`src/rtl/dmi_access_filter.sv`:
```
// DMI request filter between the core-side CDC port and the debug module.
// Optional audit outputs are enabled with DMI_FILTER_AUDIT_EN.
module dmi_access_filter #(
  parameter logic [6:0]  ProtLo        = 7'h10,
  parameter logic [6:0]  ProtHi        = 7'h7F,
  parameter int unsigned TimeoutCycles = 1024,
  parameter int unsigned CntWidth      = 16
) (
  input  logic                clk_i,
  input  logic                rst_ni,
  input  logic                unlock_i,
  input  logic [40:0]         req_i,
  input  logic                req_valid_i,
  output logic                req_ready_o,
  output logic [33:0]         resp_o,
  output logic                resp_valid_o,
  input  logic                resp_ready_i,
  output logic [40:0]         dm_req_o,
  output logic                dm_req_valid_o,
  input  logic                dm_req_ready_i,
  input  logic [33:0]         dm_resp_i,
  input  logic                dm_resp_valid_i,
  output logic                dm_resp_ready_o,
`ifdef DMI_FILTER_AUDIT_EN
  output logic [CntWidth-1:0] blocked_cnt_o,
  output logic [6:0]          last_blocked_addr_o,
  output logic [0:0]          blocked_pulse_o
`else
  output logic [CntWidth-1:0] blocked_cnt_o
`endif
);

  localparam int unsigned TmoW =
    (TimeoutCycles > 1) ? $clog2(TimeoutCycles) : 1;
  localparam logic [TmoW-1:0] TmoLast =
    TmoW'((TimeoutCycles == 0) ? 0 : TimeoutCycles - 1);

  typedef enum logic [1:0] {
    IDLE,
    FWD,
    WAIT_RESP,
    RESP
  } state_e;

  state_e          state;
  logic [TmoW-1:0] tmo_cnt;

  logic [6:0] addr;
  logic [1:0] op;
  logic       in_win;
  logic       is_rw;
  logic       reject;
  logic       accept;

  assign addr   = req_i[40:34];
  assign op     = req_i[1:0];
  // An inverted window (ProtLo > ProtHi) is empty by construction.
  assign in_win = (addr >= ProtLo) && (addr <= ProtHi);
  assign is_rw  = (op == 2'd1) || (op == 2'd2);
  assign reject = (op == 2'd3) || (is_rw && in_win && !unlock_i);
  assign accept = req_valid_i && (state == IDLE);

  assign req_ready_o     = (state == IDLE);
  assign dm_resp_ready_o = 1'b1;

  always_ff @(posedge clk_i or negedge rst_ni) begin
    if (!rst_ni) begin
      state          <= IDLE;
      resp_o         <= '0;
      resp_valid_o   <= 1'b0;
      dm_req_o       <= '0;
      dm_req_valid_o <= 1'b0;
      blocked_cnt_o  <= '0;
      tmo_cnt        <= '0;
    end else begin
      unique case (state)
        IDLE: begin
          if (req_valid_i) begin
            unique case (1'b1)
              (op == 2'd0): begin
                resp_o       <= {32'h0, 2'h0};
                resp_valid_o <= 1'b1;
                state        <= RESP;
              end
              reject: begin
                resp_o       <= {32'h0, 2'h2};
                resp_valid_o <= 1'b1;
                state        <= RESP;
                if (blocked_cnt_o != '1) begin
                  blocked_cnt_o <= blocked_cnt_o + CntWidth'(1);
                end
              end
              default: begin
                dm_req_o       <= req_i;
                dm_req_valid_o <= 1'b1;
                state          <= FWD;
              end
            endcase
          end
        end
        FWD: begin
          if (dm_req_ready_i) begin
            dm_req_valid_o <= 1'b0;
            tmo_cnt        <= '0;
            state          <= WAIT_RESP;
          end
        end
        WAIT_RESP: begin
          if (dm_resp_valid_i) begin
            resp_o       <= dm_resp_i;
            resp_valid_o <= 1'b1;
            state        <= RESP;
          end else if (TimeoutCycles != 0) begin
            tmo_cnt <= tmo_cnt + TmoW'(1);
            if (tmo_cnt == TmoLast) begin
              resp_o       <= {32'h0, 2'h3};
              resp_valid_o <= 1'b1;
              state        <= RESP;
            end
          end
        end
        RESP: begin
          if (resp_ready_i) begin
            resp_valid_o <= 1'b0;
            state        <= IDLE;
          end
        end
        default: state <= IDLE;
      endcase
    end
  end

`ifdef DMI_FILTER_AUDIT_EN
  assign blocked_pulse_o = accept && reject;

  always_ff @(posedge clk_i or negedge rst_ni) begin
    if (!rst_ni) begin
      last_blocked_addr_o <= '0;
    end else if (accept && reject) begin
      last_blocked_addr_o <= addr;
    end
  end
`else
  logic unused_accept;
  assign unused_accept = accept;
`endif

endmodule

```
`config.mk`:
```
export PLATFORM = sky130hd
export DESIGN_NAME = dmi_access_filter
export DESIGN_NICKNAME = d
export VERILOG_FILES = /design/src/rtl/dmi_access_filter.sv
export SDC_FILE = /design/constraint.sdc
export NUM_CORES = 1
export LEC_CHECK = 0
export CORE_UTILIZATION = 30
export DETAILED_ROUTE_END_ITERATION = 16
export MAX_ROUTING_LAYER = met4
export PLACE_DENSITY = 0.57
export SETUP_SLACK_MARGIN = 0.3
export SYNTH_ARGS = -nofsm -noshare
export SYNTH_HDL_FRONTEND = slang
export SYNTH_SLANG_ARGS = --single-unit
```
`constraint.sdc`:
```
create_clock -name clk_i -period 2.9 [get_ports clk_i]
set_input_delay 0.29 -clock clk_i [delete_from_list [all_inputs] [get_ports clk_i]]
set_output_delay 0.29 -clock clk_i [all_outputs]
set_load 0.01 [all_outputs]
```
== Word-level counts from Yosys, hierarchy flattened ==
Index checks and enable logic that the tools add are counted.
Word-level totals
  logic and storage cells: 73
  output and inout bits: 95
  input bits: 82
  ROM bits: 0
  memories: 0
  flip-flop bits (word level): 105
  latch bits: 0
  memory bits (writable): 0
Operators by class
  muxes and demuxes: 25
  equal/unequal tests: 16
  bitwise logic cells: 1
  divide/modulo/power cells: 0
  add/sub/neg operators: 2
  multipliers: 0
  reductions and logical operators: 20
  $lt $le $gt $ge: 2
  shift operators: 0
Operator list (number)
  $pmux W34 S2: 2
  $mux W34: 3
  $mux W10: 2
  $pmux W10 S2: 1
  $add A16 B1 Y16 const B: 1
  $ne A16 B16 Y1 const B: 1
  $reduce_and A4 Y1: 4
  $mux W2: 6
  $ne A2 B2 Y1 const B: 6
  $add A10 B1 Y10 const B: 1
  $eq A10 B10 Y1 const B: 1
  $eq A2 B2 Y1 const B: 4
  $mux W1: 8
  $pmux W2 S4: 1
  $ge A7 B5 Y1 const B: 1
  $le A7 B7 Y1 const B: 1
  $reduce_and A3 Y1: 2
  $reduce_bool A2 Y1: 3
  $reduce_and A5 Y1: 1
  $eq A2 B1 Y1 const B: 2
  $logic_not A2 Y1: 2
  $logic_and A1 B1 Y1: 3
  $ne A3 B1 Y1 const B: 1
  $ne A3 B3 Y1 const B: 1
  7 further kinds: 8

== Longest topological paths before layout ==
  depth in word-level cells: 9
  gate-level depth with buffers: 8
  depth with buffers taken out: 7

== Worst setup path before layout ==
OpenSTA, ideal clock, no wires.
  path type: register -> register
  from: register state[0]
  to: register resp_o[25]
  setup time: 0.125 ns
  clock period less this slack: 2.155 ns
  stages on the path, launching flop included: 9
  arrival: 2.030 ns
  required time: 2.775 ns
  buffers on the path: 1
  path slack: 0.745 ns
  path through: dfrtp_1 -> inv_1 -> ha_1 -> nor2b_1 -> nand3b_1 -> o22ai_4 -> o211ai_4 -> buf_6 -> mux2_2
Between the ends
  cells in the longest elaborated chain, start to end: 3
Ends and longest elaborated chain
  start: declaration: RTL line 45  | state_e state;
  start signal: assignment: RTL line 68  | state <= IDLE;
  start signal: assignment: RTL line 83  | state <= RESP;
  start signal: assignment: RTL line 88  | state <= RESP;
  $logic_not A2 Y1 (*)
  net req_ready_o: RTL line 14  | output logic req_ready_o,
  $ne A3 B1 Y1 (no line), or another cell as far along
  $reduce_and A4 Y1 (no line)
  end signal: assignment: RTL line 81  | resp_o <= {32'h0, 2'h0};
  end signal: assignment: RTL line 86  | resp_o <= {32'h0, 2'h2};
  end signal: assignment: RTL line 110  | resp_o <= dm_resp_i;
  end: declaration: RTL line 15  | output logic [33:0] resp_o,
Mark *: on every way through the listed nets, which the timed path passes. The rest lies on a longest branch.
A chain may end at the register's enable or synchronous reset.

== Final worst setup path ==
  from: register state[0]
  to: register resp_o[19]
Between the ends
  cells in the longest elaborated chain, start to end: 3
Ends and longest elaborated chain
  $eq A2 B2 Y1 / $logic_not A2 Y1 (equally long branches): RTL line 76  | unique case (state)
  $ne A3 B3 Y1 (no line), or another cell as far along
  $reduce_and A4 Y1 (no line)
Parallel ways exist; a longest one is shown, timed or not.

==> impl_metrics.toml <==
[outcome]
status = "completed"

[clock_network]
h-tree-depth = 3
clk_pin_slew_worst_paths_ps = 70
cts_sinks = 105
cts_tree = "yes"
postCtsSetupBuffers = 0
clk_path_buf_depth = 2
root_buffer = "clkbuf_16"
insertion_delay_ps = 340
numCtsBuffers = 9

[global_routing]
grt_overflow_total = 0
grt_usage_pct = 15.4
grt_pass1_wl_um = 19200
grt_max_degree = 47
grt_antenna_before_repair = 0
grt_pass1_vias = 3820

[detailed_routing]
via_per_inst = 4.64
route.detailed.wl_per_inst_um = 15.1
ant_nets = 0
firstDrtPassIters = 4
routed_wl_um = 11800
num_vias = 3620
dr.first_iter.drc_count = 50
drc_errors = 0

[critical_path]
cp_data_arrival_time_ps = 2650
crit_fanout = 34
end_kind = "register"
critical_path_class = "reg -> reg"
critPathLaunchType = "register"
crit_required_ps = 3130

[power_and_ir_drop]
p_total_mw = 6.96
max-vdd-ir-drop_v = 0.000462
powerDensity_nw_per_um2 = 973
p_leak_nw = 3.22

[final_layout]
syn_to_final_growth_pct = 49.8
num_antenna_cells = 0
final_common_cell = "clkdlybuf4s50_1"
final_cell_mix = "clkdlybuf4s50_1 (174), dfrtp_1 (105), mux2_2 (72), and3_1 (35), nand2_1 (23)"
fin_nets = 655
drive_gt1_share_pct = 18.8
fill_cells = 1418

[sta]
fmax_mhz = 414
skew_ps = 8.02
period_needed_ps = 2410
final_hold_viol_count = 0
slew_viol_final = 0
setup_tns_ps = 0
finalCritPeriodShare_pct = 83.3
tightest_slew_ps = 888
grt_setup_unrepaired = "no"
slew_headroom_pct = 40.5
setup_viol = 0

[synth]
async_flop_share_pct = 100
syn_inst = 386
synth-edff-count = 0
ys_seq_elements = 105
avgSynthCellArea_um2 = 12.4
synth_seq_area_share_pct = 55.0
yosys-top-cells-area = "dfrtp_1 (55%), mux2_2 (17%), and3_1 (4.6%)"
synth_area_leader_cell = "dfrtp_1"
synth_ff_type = "dfrtp_1"
synthDominantCellAreaShare_pct = 55.0
synth_cell_types = 49
netlist_area_um2 = 4770
syn_nets = 476
synth_warnings = 0

[floorplanning]
die_x_um = 128
dieArea_um2 = 16400
initial_core_util_pct = 31.1
core_um2 = 15400
ios = 177
fp.dieH_um = 128
rows = 45

[placed_design]
hpwl_um = 8620
gp_congestion = 0.747
port_buffers = 175

[flow_run]
cap_viol_max_count = 0

[hold_path]
hold_path_class = "reg -> reg"
timing repair:
item                                   CTS  global route
endpoints found under the hold margin   44             0
resized for setup                        0             1
hold buffers                             1             0
setup endpoints to repair                0             1
layout make-up:
cell class              instances  area [µm²]  share of cell area (%)
flip-flops and latches        105        2630                    36.7
inverters                      10        37.5                   0.525
repair buffers                186        1860                    26.0
clock buffers                   9         225                    3.15
multi-input cells             253        2020                    28.2
well taps                     211         264                    3.69
clock inverters                 7         124                    1.73
worst max-delay path: stages, from the launching register on:
cell and delay, ps:
dfrtp_1 400, inv_1 110, ha_1 180, buf_4 190
inv_1 200, nor2_1 340, o22ai_4 170, o211ai_4 110
buf_12 230, mux2_2 360
worst paths after layout:
kind,from,end,slack [ps],depth (start not counted)
min in group asynchronous,rst_ni,resp_o[22]$_DFFE_PN0P_,510,2
max in group asynchronous,rst_ni,dm_req_o[16]$_DFFE_PN0P_,1650,3
hold reg to reg,dm_req_o[1]$_DFFE_PN0P_,dm_req_o[1]$_DFFE_PN0P_,480,2
setup reg to reg,state[0]$_DFFE_PN0P_,resp_o[19]$_DFFE_PN0P_,490,9
setup / recovery,state[0]$_DFFE_PN0P_,resp_o[19]$_DFFE_PN0P_,490,9
hold / removal,dm_req_o[1]$_DFFE_PN0P_,dm_req_o[1]$_DFFE_PN0P_,480,2
cells in the mapped netlist, drive strengths merged (6+ instances only):
| cell | n |
|---|---|
| clkbuf | 9 |
| nand2 | 25 |
| xor2 | 6 |
| inv | 10 |
| ha | 8 |
| mux2i | 8 |
| and3 | 35 |
| o21ai | 14 |
| buf | 9 |
| a21oi | 7 |
| nand3 | 9 |
| nor2 | 15 |
| dfrtp | 105 |
| xnor2 | 6 |
| mux2 | 73 |
stage by stage:
stage	worst slack (ps)	std cells	hold WS (ps)	instance area (µm²)	utilization [%]
6_report	485	781	482	7150	46.5
5_1_grt	318	781	521	7150	46.5
4_1_cts	459	781	494	7150	46.5
3_5_place_dp	255	764	347	6790	44.2
3_3_place_gp	273	764	348	6790	44.2
2_1_floorplan	745	386	-5.59	4770	-
where the power goes:
part / total, mW / internal (mW) / switching [mW]
logic: 3.15 / 1.85 / 1.30
registers: 2.40 / 2.06 / 0.340
clock network: 1.41 / 0.853 / 0.561
total: 6.96 / 4.76 / 2.20
per-layer routing:
metal	up-vias	global-route usage, %	share of wire [%]
met3	17	3.76	5.8
li1	1731	-	-
met4	0	6.02	1.9
met1	1767	19.2	45
met2	105	24.1	47
met5	-	-	0
sequential cells by signal, summed over array words and instances, names as in the netlist:
name / count
resp_o: 34
resp_valid_o: 1
blocked_cnt_o: 16
dm_req_valid_o: 1
state: 2
dm_req_o: 41
tmo_cnt: 10
logic make-up after synthesis:
group           share of synthesized area, %
compound gates                          6.45
xor+xnor                                2.20
fa+ha+maj                               2.10
buf+inv                                 2.86
flops                                   55.0
mux                                     18.9
other cells                           0.0785
simple gates                            12.4
No activity file was read; power rests on OpenSTA's default activity.
